File: src/rtl/mem_arbiter_pkg.sv
// mem_arbiter_pkg: shared types and constants for the datamem arbiter
package mem_arbiter_pkg;
    localparam int MEM_AW = 32;
    localparam int MEM_DW = 32;
    localparam logic [1:0] TC_WORD = 2'b00;
    localparam logic [1:0] TC_HALF = 2'b01;
    localparam logic [1:0] TC_BYTE = 2'b10;
    typedef enum logic [1:0] {IDLE, BUSY, DONE} arb_state_t;
    typedef enum logic {PORT_D, PORT_I} port_t;
    typedef struct packed {
        logic              we;
        logic [1:0]        tc;
        logic              sign_ext;
        logic [MEM_AW-1:0] addr;
        logic [MEM_DW-1:0] wdata;
    } mem_req_t;
    function automatic port_t other_port(input port_t p);
        return p == PORT_D ? PORT_I : PORT_D;
    endfunction
endpackage

File: src/rtl/mem_arbiter_rr_pick2.sv
// rr_pick2: combinational two-way pick from requests and the last winner
module rr_pick2
    import mem_arbiter_pkg::*;
#(
    parameter int ROUND_ROBIN = 1
) (
    input  logic d_req,
    input  logic i_req,
    input  logic last,
    output logic pick
);
    assign pick = (d_req && i_req) ? (ROUND_ROBIN != 0 ? other_port(port_t'(last)) : PORT_D)
                                   : (i_req ? PORT_I : PORT_D);
endmodule

File: src/rtl/mem_arbiter.sv
// mem_arbiter: shares one datamem between the D and I ports, one fixed-latency access at a time
module mem_arbiter
    import mem_arbiter_pkg::*;
#(
    parameter int DATA_WIDTH  = MEM_DW,
    parameter int ADDR_WIDTH  = MEM_AW,
    parameter int MEM_LATENCY = 2,
    parameter int ROUND_ROBIN = 1
) (
    input  logic                  clk,
    input  logic                  rst_n,
    input  logic                  d_req,
    input  logic                  d_we,
    input  logic [1:0]            d_type,
    input  logic                  d_sign_ext,
    input  logic [ADDR_WIDTH-1:0] d_addr,
    input  logic [DATA_WIDTH-1:0] d_wdata,
    input  logic                  i_req,
    input  logic                  i_we,
    input  logic [1:0]            i_type,
    input  logic                  i_sign_ext,
    input  logic [ADDR_WIDTH-1:0] i_addr,
    input  logic [DATA_WIDTH-1:0] i_wdata,
    output logic                  d_gnt,
    output logic                  d_rvalid,
    output logic [DATA_WIDTH-1:0] d_rdata,
    output logic                  i_gnt,
    output logic                  i_rvalid,
    output logic [DATA_WIDTH-1:0] i_rdata,
    output logic                  mem_write_en,
    output logic [1:0]            mem_type_control,
    output logic [ADDR_WIDTH-1:0] mem_addr,
    output logic [DATA_WIDTH-1:0] mem_din,
    output logic                  mem_sign_ext,
    input  logic [DATA_WIDTH-1:0] mem_dout
);
    localparam int CW = $clog2(MEM_LATENCY + 1);
    localparam logic [CW-1:0] CNT_INIT = CW'(MEM_LATENCY - 1);
    arb_state_t     state;
    port_t          owner;
    port_t          last;
    logic [CW-1:0]  cnt;
    mem_req_t       req_q;
    mem_req_t       d_in;
    mem_req_t       i_in;
    logic           pick;
    logic           busy;
    assign d_in = '{we: d_we, tc: d_type, sign_ext: d_sign_ext, addr: d_addr, wdata: d_wdata};
    assign i_in = '{we: i_we, tc: i_type, sign_ext: i_sign_ext, addr: i_addr, wdata: i_wdata};
    rr_pick2 #(.ROUND_ROBIN(ROUND_ROBIN)) u_pick (
        .d_req(d_req),
        .i_req(i_req),
        .last (last),
        .pick (pick)
    );
    // memory side sees only the latched request, and only while an access is in flight
    assign busy             = state == BUSY;
    assign mem_type_control = busy ? req_q.tc : 2'b00;
    assign mem_addr         = busy ? req_q.addr : '0;
    assign mem_din          = busy ? req_q.wdata : '0;
    assign mem_sign_ext     = busy && req_q.sign_ext;
    always_ff @(posedge clk or negedge rst_n) begin
        if (!rst_n) begin
            state        <= IDLE;
            cnt          <= '0;
            owner        <= PORT_D;
            last         <= PORT_D;
            req_q        <= '0;
            d_gnt        <= 1'b0;
            i_gnt        <= 1'b0;
            d_rvalid     <= 1'b0;
            i_rvalid     <= 1'b0;
            mem_write_en <= 1'b0;
            d_rdata      <= '0;
            i_rdata      <= '0;
        end else begin
            case (state)
                IDLE: if (d_req || i_req) begin
                    owner        <= port_t'(pick);
                    last         <= port_t'(pick);
                    req_q        <= pick ? i_in : d_in;
                    cnt          <= CNT_INIT;
                    d_gnt        <= !pick;
                    i_gnt        <= pick;
                    mem_write_en <= (pick ? i_we : d_we) && MEM_LATENCY == 1;
                    state        <= BUSY;
                end
                BUSY: begin
                    cnt          <= cnt - 1'b1;
                    // write strobe lands in the final BUSY cycle only
                    mem_write_en <= req_q.we && cnt == CW'(1);
                    if (cnt == '0) begin
                        if (!req_q.we && owner == PORT_D) d_rdata <= mem_dout;
                        if (!req_q.we && owner == PORT_I) i_rdata <= mem_dout;
                        d_rvalid <= owner == PORT_D;
                        i_rvalid <= owner == PORT_I;
                        state    <= DONE;
                    end
                end
                DONE: begin
                    d_gnt    <= 1'b0;
                    i_gnt    <= 1'b0;
                    d_rvalid <= 1'b0;
                    i_rvalid <= 1'b0;
                    state    <= IDLE;
                end
                default: state <= IDLE;
            endcase
        end
    end
    a_one_gnt: assert property (@(posedge clk) disable iff (!rst_n) !(d_gnt && i_gnt));
    a_rvalid_done: assert property (@(posedge clk) disable iff (!rst_n) (d_rvalid || i_rvalid) |-> state == DONE);
    a_we_pulse: assert property (@(posedge clk) disable iff (!rst_n) mem_write_en |=> !mem_write_en);
endmodule
File: config.mk
export PLATFORM = sky130hd
export DESIGN_NAME = mem_arbiter
export DESIGN_NICKNAME = d
export VERILOG_FILES = /design/src/rtl/mem_arbiter_pkg.sv /design/src/rtl/mem_arbiter_rr_pick2.sv /design/src/rtl/mem_arbiter.sv
export SDC_FILE = /design/constraint.sdc
export NUM_CORES = 1
export LEC_CHECK = 0
export CORE_ASPECT_RATIO = 0.9
export CORE_MARGIN = 5
export CORE_UTILIZATION = 38
export CTS_CLUSTER_SIZE = 24
export DETAILED_ROUTE_END_ITERATION = 10
export HOLD_SLACK_MARGIN = 0.08
export PLACE_DENSITY = 0.8
export RECOVER_POWER = 25
export SLEW_MARGIN = 0
export SYNTH_ARGS = -nofsm -noshare
export SYNTH_HDL_FRONTEND = slang
export SYNTH_HIERARCHICAL = 1
export SYNTH_SLANG_ARGS = --single-unit
export TNS_END_PERCENT = 10
File: constraint.sdc
create_clock -name clk -period 2 [get_ports clk]
set_input_delay 0.4 -clock clk [delete_from_list [all_inputs] [get_ports clk]]
set_output_delay 0.4 -clock clk [all_outputs]
set_load 0.02 [all_outputs]
==> results.py <==
metrics = {
    "synthesis": {
        "synth_cells": 477,
        "ys_ff_latch": 142,
        "postSynthAreaPerCell_sq_um": 14.2,
        "synth_common_cells": "168 x mux2_2, 142 x dfrtp_1, 68 x and2_1",
        "synthDistinctLibCells": 27,
        "synth_area_sq_um": 6780,
        "async_reset_ff_frac": 1.00,
        "synth_most_common_cell": "mux2_2",
        "yosysSeqAreaShare": 0.524,
        "synth-main-ff-cell": "dfrtp_1",
        "yosys_warnings": 6,
        "syn_nets": 651,
        "netlist_top_cells_area": "dfrtp_1 52%, mux2_2 28%, mux2_4 6.6%, and2_1 6.3%, buf_6 1.0%",
        "synth_edf_count": 0,
        "synth_top_area_share": 0.524,
        "yosysTopAreaCell": "dfrtp_1",
    },
    "clock_tree": {
        "cts_tree": "yes",
        "postCtsSetupBuffers": 0,
        "cts_root_buf": "clkbuf_16",
        "clkSinkCount": 142,
        "htree_levels": 4,
        "cts_buffers": 17,
        "clk_latency_ps": 410,
        "cts_buffer_depth": 2,
        "clk_pin_slew_ps": 60,
    },
    "detailed_routing": {
        "vias": 5030,
        "drt_iter0_drc": 133,
        "ant_nets": 0,
        "vias_per_cell": 4.75,
        "drt-wirelength-per-cell_um": 18.5,
        "dr.pass1.iters": 4,
        "route.detailed.drc": 0,
        "drt_wl_total_mm": 19.6,
    },
    "cells_and_area": {
        "fin_nets": 979,
        "postLayoutCellArea_sq_um": 11000,
        "n_antenna_cell": 0,
        "syn2layout_area_growth_pct": 62.8,
        "regArea_sq_um": 3550,
        "instances_no_fill": 1058,
        "post-route-util": 0.629,
        "nFillCells": 1333,
        "layout-drive-gt1-share": 0.425,
        "multi_input_area_sq_um": 3100,
    },
    "timing": {
        "period_share": 1.01,
        "slew_viol_final": 0,
        "slew_headroom": 0.369,
        "timing.fmax_mhz": 495,
        "finalSetupViolations": 7,
        "fin_worst_skew_ps": 10.3,
        "fin_ws_ps": -21.8,
        "tightest_slew_ps": 946,
        "fin_tns_setup_ps": -61.7,
        "hold_viol": 0,
        "whs_ps": 488,
        "rsz0062_at_grt": "yes",
        "fin_crit_ps": 2020,
    },
    "pwr": {
        "vdd_drop_max_mv": 0.875,
        "power_mw": 18.9,
        "total_leakage_power_nw": 4.80,
        "cellPowerDensity_nw_per_um2": 1710,
    },
    "hold_path": {
        "holdPathEnd": "d_rdata[6]",
        "hold_path.class": "flop to flop",
        "min_from": "d_rdata[6]",
        "worst_hold_path.num_cells": 1,
    },
    "placed_design": {
        "portBuffers": 307,
        "placed_area_sq_um": 10400,
        "dp_cells": 1025,
        "routabilityCongestion": 0.834,
        "dpl.hpwl_mm": 15.2,
        "dp_slack_ps": -203,
    },
    "grt": {
        "grt_overflow": 0,
        "antenna_found_initial": 0,
        "track_usage": 0.187,
        "grt_pass1_wl_mm": 29.8,
        "grt_max_degree": 59,
        "grt_pass1_vias": 5561,
    },
    "floorplan": {
        "io-pin-count": 308,
        "start_util": 0.386,
        "row_count": 46,
        "core_sq_um": 17600,
        "die_y_um": 137,
        "die_x_um": 151,
        "die_area_sq_um": 20600,
    },
    "run_status": {
        "status": "complete, but fails checks",
        "violations": "setup timing",
    },
    "setup_path": {
        "r2r_slack_ps": 260,
        "cp_data_arrival_time_ps": 1620,
        "r2r_cells": 5,
        "crit_path_end_kind": "output pin",
        "path_max_fanout": 29,
        "cp_data_required_time_ps": 1600,
        "r2r-start": "state[1]",
        "reg2reg_to": "d_rdata[18]",
        "critPathLaunchType": "flop",
        "critPathKind": "flop to output pin",
    },
    "job": {
        "maxCapViolations": 0,
    },
}
-- routing by layer --
layer	GRT usage	wire, um	vias up
li1	-	-	2316
met1	0.211	7520	2492
met2	0.331	10100	190
met3	0.0563	1460	32
met4	0.0745	486	0
met5	0	0	-
-- where the power goes --
| part | internal, mW | switching, mW |
|---|---|---|
| combinational | 5.66 | 4.64 |
| sequential | 4.35 | 0.773 |
| clock | 2.22 | 1.22 |
| total | 12.2 | 6.63 |
-- cell usage in the layout, fill, tap and decap left out, drive strengths merged --
| cell | instances |
|---|---|
| clkdlybuf4s50 | 239 |
| mux2 | 200 |
| dfrtp | 142 |
| buf | 98 |
| and2 | 68 |
| clkbuf | 20 |
| nand2 | 6 |
| bufinv | 5 |
| inv | 5 |
| o21ai | 5 |
| clkinv | 4 |
| nor2 | 3 |
| mux2i | 3 |
| clkinvlp | 3 |
| nand2b | 3 |
| a21oi | 2 |
| a22o | 2 |
| ha | 2 |
| and2b | 1 |
| nand4b | 1 |
| nor4b | 1 |
| o21a | 1 |
| nand3 | 1 |
| o22ai | 1 |
| dlygate4sd3 | 1 |
| a21boi | 1 |
-- critical path, cell delays in order (launching register included) --
cell and delay [ps]:
dfrtp_1 380, and2b_4 330, buf_12 180, and2_1 170, buf_4 140
-- sequential cells by signal (all words and copies together) (netlist names) --
signal and flops:
i_rvalid 1, mem_write_en 1, state 2, i_gnt 1, d_rvalid 1, req_q 68, i_rdata 32, d_rdata 32
d_gnt 1, cnt 2, last 1
-- area by class of cell --
cell class	instances	area share
Sequential cell	142	0.322
Tap cell	240	0.0272
Clock inverter	13	0.0193
Inverter	4	0.00136
Timing Repair Buffer	339	0.311
Clock buffer	19	0.0392
Multi-Input combinational cell	301	0.281
-- cells by family (layout without fill, tap and decap cells) --
kind of cell	Yosys count	after routing	synth area share
buffers and inverters	34	375	0.0273
muxes	203	203	0.353
adders and majority gates	2	2	0.00369
AOI/OAI and AO/OA	12	12	0.0114
and+or+nand+nor	84	84	0.0804
DFF	142	142	0.524
-- what timing repair did --
action | 4_1_cts | 5_1_grt
endpoints found under the setup margin | 67 | 66
hold buffers | 1 | 0
hold endpoints to repair | 33 | 0
cloned | 0 | 0
pin swaps | 0 | 5
gates resized for setup | 306 | 90
-- worst max path at each step --
stage,slack (ps),start,cells past startpoint,endpoint
2_1_floorplan,140,last,5,req_q[0]
3_3_place_gp,-170,i_req,5,req_q[55]
3_5_place_dp,-200,i_req,6,req_q[48]
4_1_cts,-140,state[1],4,mem_addr[20]
5_1_grt,-100,state[1],4,mem_addr[28]
6_report,-20,state[1],4,mem_addr[28]
(Power assumes the default switching activity.)
==> RTL change 1: new RTL, same flow settings <==
The parameter `MEM_LATENCY` goes from 2 to 4.
--- a/src/rtl/mem_arbiter.sv
+++ b/src/rtl/mem_arbiter.sv
@@ -6,3 +6,3 @@
     parameter int ADDR_WIDTH  = MEM_AW,
-    parameter int MEM_LATENCY = 2,
+    parameter int MEM_LATENCY = 4,
     parameter int ROUND_ROBIN = 1
Formal check against the unedited RTL: not equivalent (Yosys sat finds a counterexample within 4 cycles, from zero or initial values and one cycle with rst_n low).
==> RTL change 1 against the original RTL <==
Combinational power decreased by 9%; critical endpoint is now mem_din[1]; synthesized cell count increased by 1.7%; routed wire length decreased by 1.3%; area after synthesis increased by 1.1%; via count decreased by 0.66%; cell area decreased by 2.9%; sequential power increased by 1%; worst setup slack improved by 37 ps; largest power group unchanged; maximum frequency increased by 1.9%; total power decreased by 6.3%; sequential cell count increased by 1; clock power decreased by 9.6%.
==> RTL change 1: results (changes against the original RTL) <==
status completed; most instantiated cells after synthesis mux2_2, dfrtp_1, and2_1; Setup crit end mem_din[1]; RD Place Congestion 0.8421 (+1.0%); Worst EP arrival 1580 ps (-40 ps); Hold Path Cell Cnt 1 (unchanged); Post-CTS Setup Bufs 0 (unchanged); leakage 4.659 nW (-3.0%); Synth cell types 28 (+3.7%); global-route wire length before repair 29.70 mm (-0.18%); Antenna Cells 0 (unchanged); Hold Path End req_q[6]; nets@finish 974 (-0.51%); HP Start req_q[6]; # fillers 1,413 (+6.0%); flop2flop setup slack 90 ps (-170 ps); hpwl dp 14.65 mm (-3.6%); worst-path maximum fanout 54 (+86%); Setup Skew 10.81 ps (+0.5219 ps); relative slew slack 22.94% (-14 points); register area share after synthesis 52.22% (-0.18 points); Post-Syn Nets 660 (+1.4%); Reg-to-Reg End d_rdata[17]; Wirelength per Cell 18.39 um (-0.78%); share of cells above drive strength 1 40.02% (-2.5 points); largest net degree at the start of global routing 55 (-6.8%); XOR/XNOR Fraction of Synth Area 0.1278% (+0.13 points); placed cell count 1,019 (-0.59%); Iter 0 DRT Violations 150 (+13%); routed wire length on met2 10.26 mm (+1.2%); via count of the routed design 4,997 (-0.66%); M1 WL 7.241 mm (-3.6%); Worst VDD drop 992.9 uV (+13%); met3 WL 1.587 mm (+8.6%)
## RTL change 1: cell type report
type,instances,area share (%)
Tap cell,240,2.802
Timing Repair Buffer,327,29.41
Multi-Input combinational cell,307,28.81
Sequential cell,143,33.39
Clock buffer,17,3.969
Inverter,3,0.1051
Clock inverter,15,1.518
## RTL change 1: routing by layer
layer | global-route usage [%] | up-vias
met5 | 0 | -
met4 | 4.890 | 0
met3 | 6.414 | 21
met2 | 32.93 | 190
met1 | 20.85 | 2473
li1 | - | 2313
## RTL change 1: stage by stage
stage	cell area, um^2	hold WS (ps)	TNS [ps]	setup slack (ps)	power [mW]
after CTS	10690	468.8	-600.6	-103.7	17.67
after global routing	10720	509.7	-2395	-88.82	18.69
after global placement	10330	353.1	-8006	-135.4	14.82
after detailed placement	10330	355.7	-10900	-187.2	15.11
after floorplan	6853	104.4	0	159.2	10.43
final	10720	496.1	0	15.03	17.67
## RTL change 1: cells by family (layout without fill, tap and decap cells)
logic type               after synthesis  count (layout)
XOR/XNOR                               1               1
multiplexers                         203             203
adder cells (fa/ha/maj)                3               3
flip-flops                           143             143
buffers and inverters                 35             362
AND/OR/NAND/NOR                       88              88
AO/OA/AOI/OAI                         12              12
## RTL change 1: worst max-delay path: stages (launching register included)
cell	delay, ps
dfrtp_1	410
nor2b_4	170
buf_12	220
and2_1	170
clkbuf_4	170
## RTL change 1: timing repair
action / in CTS / in global routing
endpoints found under the hold margin: 40 / 0
pin swaps: 0 / 0
gates resized for setup: 255 / 65
setup endpoints to repair: 67 / 67
hold buffers: 1 / 0
## RTL change 1: power by group
| group | leakage, nW | internal (mW) | switching, mW |
|---|---|---|---|
| Clock | 0.286 | 1.68 | 1.43 |
| Combinational | 2.69 | 4.96 | 4.43 |
| Sequential | 1.68 | 4.38 | 0.794 |
| Total | 4.66 | 11.0 | 6.66 |
==> RTL change 2: new RTL, same flow settings <==
Made on the original files. Encoding of `arb_state_t`: now one-hot (3 bits for 3 states).
--- a/src/rtl/mem_arbiter_pkg.sv
+++ b/src/rtl/mem_arbiter_pkg.sv
@@ -7,3 +7,3 @@
     localparam logic [1:0] TC_BYTE = 2'b10;
-    typedef enum logic [1:0] {IDLE, BUSY, DONE} arb_state_t;
+    typedef enum logic [2:0] {IDLE = 3'b001, BUSY = 3'b010, DONE = 3'b100} arb_state_t;
     typedef enum logic {PORT_D, PORT_I} port_t;
Function: same outputs for any inputs over 4 cycles, from zero or initial values and one cycle with rst_n low; so few cycles prove little.
==> RTL change 2 against the original RTL <==
The flow still finishes with violations (negative setup slack); sequential share of layout area shrank 0.16 points; sequential cell count grew 1; non-clock buffer count shrank 4; cell area grew 1.2%; area after synthesis grew 1.3%; worst setup slack lost 71 ps; largest cell class unchanged; global-route usage grew 0.26 points; cell count grew 0.47%; routed wire length grew 3.9%; die area grew 1.3%; via count grew 1.8%; first-iteration DRC count grew 17%; total power shrank 13%.
==> RTL change 2: results (changes against the original RTL) <==
Worst EP arrival 1690 ps (+70 ps); setup TNS -4293 ps (-4232 ps); Synth cell types 34 (+26%); hpwl dp 14.86 mm (-2.2%); Worst R2R Start state[0]; Worst Slack Setup Final -92.74 ps (-70.99 ps); ClkCell Share 5.227% (-0.62 points); Worst VDD drop 634.4 uV (-28%); global-route wire length before repair 30.40 mm (+2.2%); nets@finish 984 (+0.51%); status finished, violations left; startpoint of the worst setup timing path state[2]; vias per inst 4.817 (+1.3%); failing checks negative setup slack; pre-CTS WS -231.8 ps (-29.02 ps); Inverters 6 (+2); Setup crit end mem_addr[22]; # fillers 1,380 (+3.5%); Post-Syn Nets 662 (+1.7%); largest net degree at the start of global routing 62 (+5.1%); Non-CTS buffers 335 (-1.2%); Hold Path End req_q[62]; Final setup viols 67 (+60); clock buf count 18 (-1); Comb pwr share 49.4% (-5.2 points); GR Util All Layers 18.97% (+0.26 points); max incr delay on CP 410 ps (+30 ps); RD Place Congestion 0.7929 (-4.9%); flop2flop setup slack 170 ps (-90 ps); Post-Place Cell Area 0.01032 mm^2 (-0.35%); Post-Syn Instances 488 (+2.3%); Synth Register Bits 143 (+0.70%); Int Power 10.82 mW (-12%); total wire length 20.37 mm (+3.9%); most instantiated cells after synthesis mux2_2, dfrtp_1, and2_1; HP Start req_q[62]; Setup Skew 8.475 ps (-1.817 ps); fin area 0.01118 mm^2 (+1.2%); leakage 4.865 nW (+1.3%); relative slew slack 28.10% (-8.8 points); placed cell count 1,022 (-0.29%); main area contributors after synthesis dfrtp_1, mux2_2, mux2_4; multi-input gates 307 (+2.0%); Psw 5.676 mW (-14%); footprint of the multi-input gates 0.003209 mm^2 (+3.6%); final hold slack 498.5 ps (+10.72 ps); worst-path maximum fanout 22 (-24%)
RTL change 2: cell types whose count changed after synthesis, moves of 3 or more:
cell / unedited run / this run
nor2_1: 3 / 6
mux2i_1: 3 / 0
buf_2: 7 / 3
buf_4: 1 / 7
RTL change 2: routing by layer:
metal  up-vias  track usage, %  part of all wire [%]
met5         -               0                     0
met4         0           9.232                   4.2
met3        55           4.704                   5.5
met2       177           33.19                    54
met1      2539           21.69                    37
li1       2349               -                     -
RTL change 2: repair_timing:
action | in CTS | in global routing
setup endpoints to repair | 67 | 67
cloned | 2 | 2
endpoints found under the hold margin | 42 | 0
resized for setup | 401 | 41
pin swaps | 9 | 34
hold buffers | 1 | 0
buffers inserted | 3 | 2
RTL change 2: logic make-up after synthesis:
kind of cell	Yosys count	synth area share, %
AOI/OAI and AO/OA	15	1.493
adders and majority gates	2	0.3640
buffers and inverters	38	3.186
DFF	143	52.08
muxes	201	34.57
and+or+nand+nor	89	8.301
